$ cat config.mk
export PLATFORM = sky130hd
export DESIGN_NAME = reg_alu_exec_flat
export DESIGN_NICKNAME = d
export VERILOG_FILES = /design/src/rtl/cpu_pkg.sv /design/src/rtl/reg_alu_exec_if.sv /design/src/rtl/reg_alu_exec_alu.sv /design/src/rtl/reg_alu_exec.sv /design/src/flat_wrapper.sv
export SDC_FILE = /design/constraint.sdc
export NUM_CORES = 1
export LEC_CHECK = 0
export ABC_AREA = 1
export BUFFER_PORTS_ARGS = -buffer_cell sky130_fd_sc_hd__buf_4
export CAP_MARGIN = 30
export CORE_MARGIN = 2
export CORE_UTILIZATION = 61
export CTS_BUF_LIST = sky130_fd_sc_hd__clkbuf_8
export DETAILED_ROUTE_END_ITERATION = 6
export PLACE_DENSITY = 0.91
export SLEW_MARGIN = 30
export SYNTH_ARGS = -nofsm -noshare
export SYNTH_HDL_FRONTEND = slang
export SYNTH_SLANG_ARGS = --single-unit
$ cat constraint.sdc
create_clock -name clock -period 4.21 [get_ports clock]
set_input_delay 0.421 -clock clock [delete_from_list [all_inputs] [get_ports clock]]
set_output_delay 0.421 -clock clock [all_outputs]
set_load 0.1 [all_outputs]
$ cat src/rtl/cpu_pkg.sv
// cpu_pkg: shared definitions for the register/ALU execute stage.
//   Opcode encodings (OP_ADD..OP_LDI; 4'hD..4'hF are reserved),
//   the execute FSM state encoding, and the bit positions of the
//   {C,V,N,Z} flag vector.
package cpu_pkg;

  localparam logic [3:0] OP_ADD = 4'h0;
  localparam logic [3:0] OP_SUB = 4'h1;
  localparam logic [3:0] OP_AND = 4'h2;
  localparam logic [3:0] OP_OR  = 4'h3;
  localparam logic [3:0] OP_XOR = 4'h4;
  localparam logic [3:0] OP_NOT = 4'h5;
  localparam logic [3:0] OP_SHL = 4'h6;
  localparam logic [3:0] OP_SHR = 4'h7;
  localparam logic [3:0] OP_MOV = 4'h8;
  localparam logic [3:0] OP_INC = 4'h9;
  localparam logic [3:0] OP_DEC = 4'hA;
  localparam logic [3:0] OP_CMP = 4'hB;
  localparam logic [3:0] OP_LDI = 4'hC;

  localparam int FLAG_C = 3;
  localparam int FLAG_V = 2;
  localparam int FLAG_N = 1;
  localparam int FLAG_Z = 0;

  typedef enum logic [1:0] {
    ST_IDLE  = 2'd0,
    ST_FETCH = 2'd1,
    ST_EXEC  = 2'd2,
    ST_WRITE = 2'd3
  } state_t;

endpackage

$ cat src/rtl/reg_alu_exec_if.sv
// reg_alu_exec_if: operation launch, completion and display-view signals
// between the operator front end (master) and the execute stage (slave).
//   start/op_code/reg_a_id/reg_b_id/imm : launch an operation
//   busy/done/illegal/result/flags      : status and last result
//   view_id/view_data                   : combinational register view
interface reg_alu_exec_if;
  logic       start;
  logic [3:0] op_code;
  logic [2:0] reg_a_id;
  logic [2:0] reg_b_id;
  logic [7:0] imm;
  logic       busy;
  logic       done;
  logic       illegal;
  logic [7:0] result;
  logic [3:0] flags;
  logic [2:0] view_id;
  logic [7:0] view_data;

  modport master (
    output start, op_code, reg_a_id, reg_b_id, imm, view_id,
    input  busy, done, illegal, result, flags, view_data
  );

  modport slave (
    input  start, op_code, reg_a_id, reg_b_id, imm, view_id,
    output busy, done, illegal, result, flags, view_data
  );
endinterface

$ cat src/rtl/reg_alu_exec_alu.sv
// alu_core: combinational 8-bit ALU.
//   op, a, b, imm  -> result, flags {C,V,N,Z}, illegal (reserved opcode)
// Arithmetic is done 9 bits wide so bit 8 is the carry (ADD/INC) or the
// borrow (SUB/CMP/DEC).
// Build option: ALU_SAT_EN -- when defined, ADD/SUB/INC/DEC results that
// overflow clamp to 8'h7F / 8'h80; V stays set and C is unaffected.
module alu_core
  import cpu_pkg::*;
(
  input  logic [3:0] op,
  input  logic [7:0] a,
  input  logic [7:0] b,
  input  logic [7:0] imm,
  output logic [7:0] result,
  output logic [3:0] flags,
  output logic       illegal
);

  logic [7:0] opnd;
  logic [8:0] sum9;
  logic [8:0] diff9;
  logic [7:0] res;
  logic       c;
  logic       v;
  logic       arith;

  // INC/DEC reuse the adder/subtractor with a constant 1 operand
  assign opnd  = (op == OP_INC || op == OP_DEC) ? 8'd1 : b;
  assign sum9  = {1'b0, a} + {1'b0, opnd};
  assign diff9 = {1'b0, a} - {1'b0, opnd};

  always_comb begin
    res     = 8'h00;
    c       = 1'b0;
    v       = 1'b0;
    arith   = 1'b0;
    illegal = 1'b0;
    case (op)
      OP_ADD, OP_INC: begin
        res   = sum9[7:0];
        c     = sum9[8];
        v     = (a[7] == opnd[7]) && (sum9[7] != a[7]);
        arith = 1'b1;
      end
      OP_SUB, OP_DEC, OP_CMP: begin
        res   = diff9[7:0];
        c     = diff9[8];
        v     = (a[7] != opnd[7]) && (diff9[7] != a[7]);
        arith = (op != OP_CMP);
      end
      OP_AND: res = a & b;
      OP_OR:  res = a | b;
      OP_XOR: res = a ^ b;
      OP_NOT: res = ~a;
      OP_SHL: begin
        res = {a[6:0], 1'b0};
        c   = a[7];
      end
      OP_SHR: begin
        res = {1'b0, a[7:1]};
        c   = a[0];
      end
      OP_MOV: res = b;
      OP_LDI: res = imm;
      default: illegal = 1'b1;
    endcase
`ifdef ALU_SAT_EN
    // overflow direction follows the sign of A: positive A can only
    // overflow upward, negative A only downward
    if (arith && v)
      res = a[7] ? 8'h80 : 8'h7F;
`else
    if (arith && v)
      res = res;
`endif
  end

  assign result         = res;
  assign flags[FLAG_C]  = c;
  assign flags[FLAG_V]  = v;
  assign flags[FLAG_N]  = res[7];
  assign flags[FLAG_Z]  = (res == 8'h00);

endmodule

$ cat src/rtl/reg_alu_exec.sv
// reg_alu_exec: execute stage with an 8x8 register file.
//   clock, reset : system clock, async active-high reset
//   bus (slave)  : start/op_code/reg_a_id/reg_b_id/imm in,
//                  busy/done/illegal/result/flags out,
//                  view_id in / view_data out (combinational read)
// One op in flight: IDLE -> FETCH -> EXEC -> WRITE -> IDLE. A start seen
// outside IDLE (including the WRITE/done cycle) is dropped.
// Build option: ALU_SAT_EN (see alu_core) selects saturating arithmetic.
module reg_alu_exec
  import cpu_pkg::*;
#(
  parameter logic [7:0] RESET_VAL = 8'd1
) (
  input  logic           clock,
  input  logic           reset,
  reg_alu_exec_if.slave  bus
);

  state_t     state;
  logic [7:0] regs [8];
  logic [3:0] op_q;
  logic [2:0] a_id_q;
  logic [2:0] b_id_q;
  logic [7:0] imm_q;
  logic [7:0] a_q;
  logic [7:0] b_q;
  logic       wr_q;
  logic       busy_q;
  logic       done_q;
  logic       illegal_q;
  logic [7:0] result_q;
  logic [3:0] flags_q;

  logic [7:0] alu_res;
  logic [3:0] alu_flags;
  logic       alu_ill;

  alu_core u_alu (
    .op      (op_q),
    .a       (a_q),
    .b       (b_q),
    .imm     (imm_q),
    .result  (alu_res),
    .flags   (alu_flags),
    .illegal (alu_ill)
  );

  always_ff @(posedge clock or posedge reset) begin
    if (reset) begin
      for (int i = 0; i < 8; i++) regs[i] <= RESET_VAL;
      state     <= ST_IDLE;
      op_q      <= 4'h0;
      a_id_q    <= 3'd0;
      b_id_q    <= 3'd0;
      imm_q     <= 8'h00;
      a_q       <= 8'h00;
      b_q       <= 8'h00;
      wr_q      <= 1'b0;
      busy_q    <= 1'b0;
      done_q    <= 1'b0;
      illegal_q <= 1'b0;
      result_q  <= 8'h00;
      flags_q   <= 4'h0;
    end else begin
      done_q    <= 1'b0;
      illegal_q <= 1'b0;
      case (state)
        ST_IDLE: begin
          if (bus.start) begin
            op_q   <= bus.op_code;
            a_id_q <= bus.reg_a_id;
            b_id_q <= bus.reg_b_id;
            imm_q  <= bus.imm;
            busy_q <= 1'b1;
            state  <= ST_FETCH;
          end
        end
        ST_FETCH: begin
          a_q   <= regs[a_id_q];
          b_q   <= regs[b_id_q];
          state <= ST_EXEC;
        end
        ST_EXEC: begin
          done_q    <= 1'b1;
          illegal_q <= alu_ill;
          if (!alu_ill) begin
            result_q <= alu_res;
            flags_q  <= alu_flags;
          end
          wr_q  <= !alu_ill && (op_q != OP_CMP);
          state <= ST_WRITE;
        end
        ST_WRITE: begin
          // the write lands at the end of the done cycle, so a view of the
          // destination shows the old value while done is high
          if (wr_q) regs[a_id_q] <= result_q;
          busy_q <= 1'b0;
          state  <= ST_IDLE;
        end
        default: state <= ST_IDLE;
      endcase
    end
  end

  assign bus.busy      = busy_q;
  assign bus.done      = done_q;
  assign bus.illegal   = illegal_q;
  assign bus.result    = result_q;
  assign bus.flags     = flags_q;
  assign bus.view_data = regs[bus.view_id];

endmodule
$ cat src/flat_wrapper.sv
// flat-port wrapper written by rule: the top's interface ports become plain ports
module reg_alu_exec_flat import cpu_pkg::*;
#(
  parameter logic [7:0] RESET_VAL = 8'd1
)
  (clock, reset, bus_start, bus_op_code, bus_reg_a_id, bus_reg_b_id, bus_imm, bus_view_id, bus_busy, bus_done, bus_illegal, bus_result, bus_flags, bus_view_data);
  reg_alu_exec_if bus_i ();
  input  logic clock;
  input  logic reset;
  input wire logic [$bits(bus_i.start)-1:0] bus_start;
  input wire logic [$bits(bus_i.op_code)-1:0] bus_op_code;
  input wire logic [$bits(bus_i.reg_a_id)-1:0] bus_reg_a_id;
  input wire logic [$bits(bus_i.reg_b_id)-1:0] bus_reg_b_id;
  input wire logic [$bits(bus_i.imm)-1:0] bus_imm;
  input wire logic [$bits(bus_i.view_id)-1:0] bus_view_id;
  output wire logic [$bits(bus_i.busy)-1:0] bus_busy;
  output wire logic [$bits(bus_i.done)-1:0] bus_done;
  output wire logic [$bits(bus_i.illegal)-1:0] bus_illegal;
  output wire logic [$bits(bus_i.result)-1:0] bus_result;
  output wire logic [$bits(bus_i.flags)-1:0] bus_flags;
  output wire logic [$bits(bus_i.view_data)-1:0] bus_view_data;
  assign bus_i.start = bus_start;
  assign bus_i.op_code = bus_op_code;
  assign bus_i.reg_a_id = bus_reg_a_id;
  assign bus_i.reg_b_id = bus_reg_b_id;
  assign bus_i.imm = bus_imm;
  assign bus_i.view_id = bus_view_id;
  assign bus_busy = bus_i.busy;
  assign bus_done = bus_i.done;
  assign bus_illegal = bus_i.illegal;
  assign bus_result = bus_i.result;
  assign bus_flags = bus_i.flags;
  assign bus_view_data = bus_i.view_data;
  reg_alu_exec #(.RESET_VAL(RESET_VAL)) u_core (.clock(clock), .reset(reset), .bus(bus_i));
endmodule
==> impl_metrics.ini, run 1 <==
[worst_setup_path]
worst-path-max-fanout = 7
cp_cell_sequence = inv_1 -> nand2_1 -> nand3_1 -> inv_1 -> nor2_1 -> inv_1 -> fa_1 -> o21ai_0 -> nand3_1 -> nand2_1 -> nand2_1 -> nand3_1 -> nand3_1 -> nor2_1 -> nand3_1 -> nand2_1
critPathMostFrequentCell = sky130_fd_sc_hd__nand3_1
critPathBufInv = 3
crit_arrival_ns = 3.39
critPathMaxStageDelay_ns = 0.48
path_delay_family = simple AND/OR/NAND/NOR gates
worst-setup-path-type = reg2reg
timing.critical_path.from_type = flop
crit_path_end_kind = flop
worst-r2r-setup-slack_ns = 1.20
crit_slowest_cell = sky130_fd_sc_hd__fa_1
worst_ep_required_ns = 4.58

[drt]
via_total_after_detailed_routing = 7623
initialDrtViolationCount = 1031
drt.antenna.violating_nets = 0
drt-vias-per-instance = 5.89
route.detailed.drc = 0
drt_first_pass_iters = 6
wl_per_cell_um = 17.4
routed_wl_mm = 22.5

[clocking]
clock-root-buffer = sky130_fd_sc_hd__clkbuf_8
tritoncts = done
clockBufferDepth = 2
ctsResizeCount = 0
holdBufCountCts = 0
cts.reportedPaths.clkPinSlew_ns = 0.07
clock_insertion_delay_worst_skew_ns = 0.45
cts_setup_buffers = 0
clock_sinks = 115
cts_buffers = 17
htree_levels = 4

[cells_and_area]
final_cells = 1294
nets = 1178
fill_cells = 1041
diodes = 0
sequential_cell_area_mm2 = 0.00289
multi_input_comb_area_mm2 = 0.00402
area_delta_synth_final_pct = 10.6
post_route_cells_drive_above_1_share = 0.0915

[timing]
rsz0062_at_grt = false
max_slew_headroom = 0.394
time_the_worst_path_needs_with_i_o_delays_and_setup_ns = 3.01
timing_hold_violations_final = 0
setup_slack_ns = 1.20
fin_tns_setup_ns = 0
fin_skew_ns = 0.0197
finalSetupViolCount = 0
final_layout_worst_hold_slack_ns = 0.0804
final.period_utilization = 0.715
final_slew_violations = 0
tightest_slew_ns = 0.906
fmax_mhz = 332

[status]
outcome = completed

[global_routing]
grt_first_pass_wirelength_mm = 36.2
grt_use_met3 = 0.101
grt_antenna_before_repair = 0
grt_use_met2 = 0.512
grt_most_used_layer = met2
globalRouteMet1Util = 0.509
first_global_vias = 6915
globalRouteTotalUtil = 0.355
grt_start_max_net_pins = 55
globalRouteOverflowTotal = 0

[floorplan]
floorplan.die.height_um = 116
rows = 40
fp.dieArea_mm2 = 0.0134
chipWidth_um = 116
floorplan.initialDensity = 0.629
num_io_pins = 47
core-area_mm2 = 0.0121

[pwr]
power_per_cell_area_mw_per_mm2 = 864
static-leakage-power_nw = 4.05
vdd.ir_drop.worst_v = 0.000541
post-layout-total-power_mw = 7.25

[yosys]
main_combinational_cell_family_by_area_after_synthesis = simple AND/OR/NAND/NOR gates
synth_seq_area_share = 0.380
synth.net_count = 1146
synth_seq_cells = 115
ys_warn_count = 0
post_synth_inst_count = 1081
post_synthesis_cell_area_mm2 = 0.00759
compound_gate_fraction_of_synth_area = 0.209
synthXorXnorAreaFrac = 0.00115
simple_gate_area_share_of_the_yosys_netlist = 0.249
post_synth.cell_area_avg_um2 = 7.02
yosysUniqueCellTypes = 35
muxShareOfSynthArea = 0
post_synth_fa_ha_maj_area_fraction = 0.0696

[run]
cap_viol_max_count = 0

[placed_design]
dpl_worst_slack_ns = 1.31
placedCellCount = 1262
routability_cong = 1.02
place.detailed.hpwl_mm = 16.0
placement.io_buffers = 46

[min_path]
min-delay-path-class = in2async
==> cell usage in the layout, fill, tap and decap left out, types with 20 or more instances in the layout <==
cell and n:
sky130_fd_sc_hd__nand2_1 297, sky130_fd_sc_hd__nand3_1 58, sky130_fd_sc_hd__a21oi_1 73, sky130_fd_sc_hd__dfrtp_1 106
sky130_fd_sc_hd__buf_4 50, sky130_fd_sc_hd__inv_1 141, sky130_fd_sc_hd__ha_1 39, sky130_fd_sc_hd__clkbuf_8 20
sky130_fd_sc_hd__nor2_1 72, sky130_fd_sc_hd__o21ai_0 165
==> cell type report <==
cell class	instances	share of cell area
Multi-Input combinational cell	787	0.478
Sequential cell	115	0.344
Inverter	142	0.0638
Timing Repair Buffer	50	0.0447
Clock buffer	20	0.0328
Tap cell	168	0.0250
Clock inverter	12	0.0112
==> cells by family after synthesis <==
family / Yosys count
compound gates: 290
xor+xnor: 1
fa+ha+maj: 41
buf+inv: 179
flops: 115
simple gates: 455
==> sequential cells by signal (all words and copies together), names as in the netlist, 3 cells and up <==
signal,count
u_core.regs,64
u_core.a_q,8
u_core.b_q,8
u_core.imm_q,8
u_core.bus.result,7
u_core.bus.flags,4
u_core.op_q,4
u_core.a_id_q,3
u_core.b_id_q,3
==> path summary, 6_finish.rpt <==
path	startpoint	endpoint	cells after the start
hold reg to reg	u_core.bus.flags[3]	u_core.bus.flags[3]	2
min in group clock	bus_imm[6]	u_core.imm_q[6]	3
setup reg to reg	u_core.op_q[1]	u_core.bus.flags[0]	16
setup / recovery	u_core.op_q[1]	u_core.bus.flags[0]	16
max in group asynchronous	reset	u_core.regs[0]	3
hold / removal	reset	u_core.regs[31]	2
==> worst reg2reg max path, delay by kind of cell (launching register included) <==
kind                     cells  cell delay, ns
AND/OR/NAND/NOR             11            1.29
buffers and inverters        3            0.39
AO/OA/AOI/OAI                1            0.34
flip-flops                   1            0.44
adder cells (fa/ha/maj)      1            0.48
==> power by group <==
part	switching, mW	internal (mW)
Combinational	2.91	1.19
Clock	0.451	0.502
Sequential	0.595	1.61
==> Yosys cell counts (all sizes together) <==
library cell / instances / share of area
nand2: 299 / 0.15
o21ai: 165 / 0.11
inv: 139 / 0.069
dfrtp: 107 / 0.35
nor2: 79 / 0.042
a21oi: 73 / 0.048
nand3: 58 / 0.038
ha: 39 / 0.064
clkbuf: 26 / 0.013
buf: 11 / 0.0079
a221oi: 10 / 0.012
o22ai: 10 / 0.0082
a22oi: 8 / 0.0079
a31oi: 8 / 0.0066
dfstp: 8 / 0.028
o221ai: 8 / 0.0092
nand3b: 5 / 0.0049
nor3: 5 / 0.0077
o211ai: 5 / 0.0049
nand4: 4 / 0.0033
clkinv: 3 / 0.0015
nor4: 3 / 0.0025
fa: 2 / 0.0053
or2: 2 / 0.0016
a22o: 1 / 0.0012
a41oi: 1 / 0.0012
o31ai: 1 / 0.00099
xnor2: 1 / 0.0012
==> metal layers <==
metal / wire [µm] / vias up
li1: - / 3636
met1: 9500 / 3451
met2: 9530 / 476
met3: 2680 / 60
met4: 736 / 0
met5: 0 / -
==> per-stage QoR <==
step / instance area (µm²) / util
global route: 8390 / 0.696
detailed placement: 8020 / 0.665
global placement: 8020 / 0.665
finish: 8390 / 0.696
CTS: 8390 / 0.696
floorplan: 7590 / -
No activity file was read; power rests on OpenSTA's default activity.
==> inputs of run 2 (changes only) <==
- clock period: 4.21 -> 3.1 ns (I/O delays scaled with it)
==> impl_metrics.ini, run 2 (synthesis results as in run 1) <==
[clocking]
clock_insertion_delay_worst_skew_ns = 0.44
cts_buffers = 17
clock_sinks = 115
cts.reportedPaths.clkPinSlew_ns = 0.07
tritoncts = done
clockBufferDepth = 2
clock-root-buffer = sky130_fd_sc_hd__clkbuf_8
cts_setup_buffers = 0
htree_levels = 4

[timing]
final_slew_violations = 0
time_the_worst_path_needs_with_i_o_delays_and_setup_ns = 2.80
max_slew_headroom = 0.557
fin_tns_setup_ns = 0
rsz0062_at_grt = false
fmax_mhz = 357
tightest_slew_ns = 0.665
final_layout_worst_hold_slack_ns = 0.0413
fin_skew_ns = 0.0154
timing_hold_violations_final = 0
final.period_utilization = 0.904
finalSetupViolCount = 0

[worst_setup_path]
worst-path-max-fanout = 7
timing.critical_path.from_type = flop
critPathMaxStageDelay_ns = 0.42
cp_cell_sequence = inv_1 -> nand2_1 -> nand3_1 -> inv_2 -> nor2_1 -> inv_1 -> ha_1 -> inv_1 -> nand2_1 -> nor2_1 -> nand3_1 -> nand2_1 -> nand2_1 -> nand3_1 -> nand3_1 -> nor2_1 -> nand3_1 -> nand2_1
crit_slowest_cell = sky130_fd_sc_hd__dfrtp_1
worst-setup-path-type = reg2reg
crit_arrival_ns = 3.17
critPathBufInv = 4
worst_ep_required_ns = 3.47
path_delay_family = simple AND/OR/NAND/NOR gates
crit_path_end_kind = flop

[drt]
wl_per_cell_um = 17.8
route.detailed.drc = 10
via_total_after_detailed_routing = 7919
initialDrtViolationCount = 1413
routed_wl_mm = 23.1
drt-vias-per-instance = 6.10
drt_first_pass_iters = 7
drt.antenna.violating_nets = 0

[cells_and_area]
most_common_cell_after_layout_fill_and_taps_aside = sky130_fd_sc_hd__nand2_1
registers.top_by_ff_count = u_core.regs
flip_flop_count_of_the_largest_register_all_copies_and_words_added = 64
nets = 1182
area_delta_synth_final_pct = 11.2
layout_common_cells = sky130_fd_sc_hd__nand2_1 (297), sky130_fd_sc_hd__o21ai_0 (164), sky130_fd_sc_hd__inv_1 (143)
final_cells = 1298
post_route_cells_drive_above_1_share = 0.0929
stdcell_area_mm2 = 0.00844
diodes = 0

[floorplan]
core-area_mm2 = 0.0121
floorplan.initialDensity = 0.629
floorplan.die.height_um = 116
num_io_pins = 47
fp.dieArea_mm2 = 0.0134
chipWidth_um = 116
rows = 40

[placed_design]
detailed_place.area_mm2 = 0.00805
placedCellCount = 1266
place.detailed.hpwl_mm = 16.4
placement.io_buffers = 46
routability_cong = 0.990

[pwr]
vdd.ir_drop.worst_v = 0.00104
power_per_cell_area_mw_per_mm2 = 1190
static-leakage-power_nw = 4.09
post-layout-total-power_mw = 10.0

[global_routing]
grt_antenna_before_repair = 0
first_global_vias = 7388
grt_start_max_net_pins = 75
grt_first_pass_wirelength_mm = 37.5
globalRouteTotalUtil = 0.364
globalRouteOverflowTotal = 0

[run]
cap_viol_max_count = 0

[status]
violations = design-rule violations
outcome = complete, but fails checks

[min_path]
min-delay-path-class = in2async
[run 2: changes by cell type in the layout (fill, tap and decap cells not counted), sizes merged]
cell      delta
clkinvlp     -2
inv          +2
buf          +4
bufinv       +1
clkinv       -1
[run 2: cell type report]
class / instances / area, µm²
Tap cell: 168 / 210
Clock inverter: 12 / 104
Timing Repair Buffer: 54 / 409
Multi-Input combinational cell: 787 / 4020
Clock buffer: 20 / 275
Inverter: 142 / 537
Fill cell: 990 / 3620
Sequential cell: 115 / 2890
[run 2: stage by stage]
stage                     setup WS (ns)   util
after detailed placement          0.235  0.668
after global routing             0.0523  0.700
after CTS                         0.207  0.699
after global placement            0.393  0.668
after floorplan                   0.358      -
final                             0.297  0.700
[run 2: worst reg2reg max path: cells and delay by family, from the launching register on]
| kind | cells | cell delay [ns] |
|---|---|---|
| DFF | 1 | 0.42 |
| adders and majority gates | 1 | 0.39 |
| and+or+nand+nor | 13 | 1.43 |
| buffers and inverters | 4 | 0.51 |
[run 2: metal layers]
metal | GRT usage | share of wire | vias up | wire, µm
li1 | - | - | 3640 | -
met1 | 0.507 | 0.40 | 3608 | 9270
met2 | 0.553 | 0.44 | 555 | 10100
met3 | 0.0863 | 0.12 | 116 | 2800
met4 | 0.143 | 0.041 | 0 | 956
met5 | 0 | 0 | - | 0
[run 2: worst paths after layout]
kind,end,cells past startpoint,startpoint,slack (ns)
setup / recovery,u_core.bus.flags[0],18,u_core.op_q[0],0.30
hold / removal,u_core.regs[23],3,reset,0.04
setup reg to reg,u_core.bus.flags[0],18,u_core.op_q[0],0.30
hold reg to reg,u_core.wr_q,2,u_core.wr_q,0.48
max in group asynchronous,u_core.bus.busy,3,reset,2.55
min in group clock,u_core.imm_q[1],3,bus_imm[1],0.07
[run 2: repair_timing]
item	4_1_cts	5_1_grt
gates resized for setup	0	4
endpoints found under the setup margin	0	2
endpoints found under the hold margin	0	0
hold buffers	0	0
[run 2: power breakdown]
group	leakage (nW)	internal [mW]	switching, mW
Clock	0.217	0.755	0.606
Sequential	1.48	2.18	0.743
Combinational	2.40	1.63	4.08
Total	4.09	4.57	5.43
==> inputs of run 3 (changes only) <==
- RECOVER_POWER: default -> 100
==> impl_metrics.ini, run 3 (synthesis results as in run 1) <==
[status]
outcome = complete, but fails checks
violations = design-rule violations, max-capacitance violations, max-slew violations, negative setup slack

[timing]
final.period_utilization = 1.02
setup_slack_ns = -0.0501
finalSetupViolCount = 7
final_slew_violations = 126
time_the_worst_path_needs_with_i_o_delays_and_setup_ns = 3.15
timing_hold_violations_final = 0
final_layout_worst_hold_slack_ns = 0.0749
fin_skew_ns = 0.0139
fmax_mhz = 317
max_slew_headroom = -0.456
rsz0062_at_grt = false
tightest_slew_ns = 2.18

[worst_setup_path]
crit_arrival_ns = 3.43
start_point_of_the_critical_path = u_core.a_id_q[0]
critPathMaxStageDelay_ns = 1.22
worst-setup-path-type = reg2reg
worstRegToRegCells = 5
crit-reg2reg-launch = u_core.a_id_q[0]
crit_slowest_cell = sky130_fd_sc_hd__nor3_1
crit_end = u_core.regs[33]
worst-r2r-setup-slack_ns = -0.05
timing.critical_path.from_type = flop
crit_path_end_kind = flop
worst_ep_required_ns = 3.38
critPathMostFrequentCell = sky130_fd_sc_hd__inv_1
endpoint_of_the_worst_slack_reg_to_reg_timing_path = u_core.regs[33]
worst-path-max-fanout = 16
cp_cell_sequence = inv_1 -> nor3_1 -> inv_1 -> nor2_2 -> o21ai_0

[clocking]
clock_insertion_delay_worst_skew_ns = 0.44
clockBufferDepth = 2
cts.reportedPaths.clkPinSlew_ns = 0.07
clock-root-buffer = sky130_fd_sc_hd__clkbuf_8
cts_setup_buffers = 0
tritoncts = done
clock_sinks = 115
cts_buffers = 17
ctsResizeCount = 0
htree_levels = 4
holdBufCountCts = 0

[cells_and_area]
fill_cells = 1028
sequential_cell_area_mm2 = 0.00289
most_common_cell_after_layout_fill_and_taps_aside = sky130_fd_sc_hd__nand2_1
layout_common_cells = sky130_fd_sc_hd__nand2_1 (297), sky130_fd_sc_hd__o21ai_0 (164), sky130_fd_sc_hd__inv_1 (144)
stdcell_area_mm2 = 0.00829
post_route_cells_drive_above_1_share = 0.0699
diodes = 0
area_delta_synth_final_pct = 9.23
registers.top_by_ff_count = u_core.regs
multi_input_comb_area_mm2 = 0.00397
flip_flop_count_of_the_largest_register_all_copies_and_words_added = 64
nets = 1182

[floorplan]
floorplan.die.height_um = 116
fp.dieArea_mm2 = 0.0134
chipWidth_um = 116
core-area_mm2 = 0.0121
floorplan.initialDensity = 0.629
num_io_pins = 47
rows = 40

[drt]
routed_wl_mm = 23.2
route.detailed.drc = 15
drt.antenna.violating_nets = 0
initialDrtViolationCount = 1188
wl_per_cell_um = 17.9
drt_first_pass_iters = 7
via_total_after_detailed_routing = 7949
drt-vias-per-instance = 6.12

[global_routing]
grt_first_pass_wirelength_mm = 37.5
grt_start_max_net_pins = 75
globalRouteTotalUtil = 0.364
globalRouteOverflowTotal = 0
grt_antenna_before_repair = 0
first_global_vias = 7388

[placed_design]
placement.io_buffers = 46
routability_cong = 0.990
detailed_place.area_mm2 = 0.00805
place.detailed.hpwl_mm = 16.4

[pwr]
total_switching_power_mw = 5.40
vdd.ir_drop.worst_v = 0.00104
switching_fraction_of_total_power = 0.547
clock_power_share = 0.138
sequentialPowerShare = 0.295
internal_power_mw = 4.47
power_per_cell_area_mw_per_mm2 = 1190
static-leakage-power_nw = 4.00
combPwrFrac = 0.568

[min_path]
hold_start = bus_imm[1]
min-delay-path-class = in2reg

[run]
cap_viol_max_count = 3
## run 3: cell types whose count changed in the layout (fill, tap and decap cells not counted), moves of 2 or more
cell                       delta
sky130_fd_sc_hd__nor3_1       +3
sky130_fd_sc_hd__nor2_1       +3
sky130_fd_sc_hd__clkbuf_2     +8
sky130_fd_sc_hd__buf_4       -29
sky130_fd_sc_hd__clkbuf_1    +19
sky130_fd_sc_hd__nor3_4       -3
sky130_fd_sc_hd__nor2_2       -2
sky130_fd_sc_hd__buf_2        +2
## run 3: layer usage
| metal | track usage | wire (µm) | vias to the layer above |
|---|---|---|---|
| li1 | - | - | 3633 |
| met1 | 0.507 | 9250 | 3647 |
| met2 | 0.553 | 10200 | 572 |
| met3 | 0.0863 | 2970 | 97 |
| met4 | 0.143 | 796 | 0 |
| met5 | 0 | 0 | - |
## run 3: area by class of cell
type | instances | share of cell area
clock buffers | 20 | 0.0332
clock inverters | 12 | 0.0125
inverters | 142 | 0.0644
multi-input cells | 787 | 0.479
flip-flops and latches | 115 | 0.348
well taps | 168 | 0.0254
repair buffers | 54 | 0.0373
## run 3: worst min-delay path by stage
stage | depth (start not counted) | slack, ns | end
after detailed placement | 2 | 0.47 | u_core.wr_q
after CTS | 3 | 0.03 | u_core.regs[19]
after global routing | 3 | 0.07 | u_core.imm_q[6]
final | 3 | 0.07 | u_core.imm_q[1]
after floorplan | 2 | 0.42 | u_core.b_id_q[0]
after global placement | 2 | 0.46 | u_core.imm_q[2]
## run 3: worst max-delay path, delay by kind of cell, from the launching register on
kind	cells	cell delay [ns]
AND/OR/NAND/NOR	2	1.86
flip-flops	1	0.44
AO/OA/AOI/OAI	1	0.17
buffers and inverters	2	0.53
## run 3: through the flow
step	worst slack (ns)	setup TNS [ns]	std cells	total power [mW]	utilization
6_report	-0.0501	-0.213	1298	9.87	0.687
5_1_grt	0.0307	0	1298	10.6	0.687
4_1_cts	0.207	0	1298	9.81	0.699
3_5_place_dp	0.235	0	1266	8.42	0.668
3_3_place_gp	0.393	0	1266	8.23	0.668
2_1_floorplan	0.358	0	1081	6.88	-
## run 3: power groups by stage
stage / Sequential, mW / Combinational, mW / Clock (mW)
5_1_grt: 2.97 / 6.18 / 1.44
3_5_place_dp: 2.90 / 5.52 / 0
6_report: 2.91 / 5.60 / 1.36
4_1_cts: 2.88 / 5.56 / 1.37
2_1_floorplan: 3.09 / 3.80 / 0
3_3_place_gp: 2.88 / 5.36 / 0
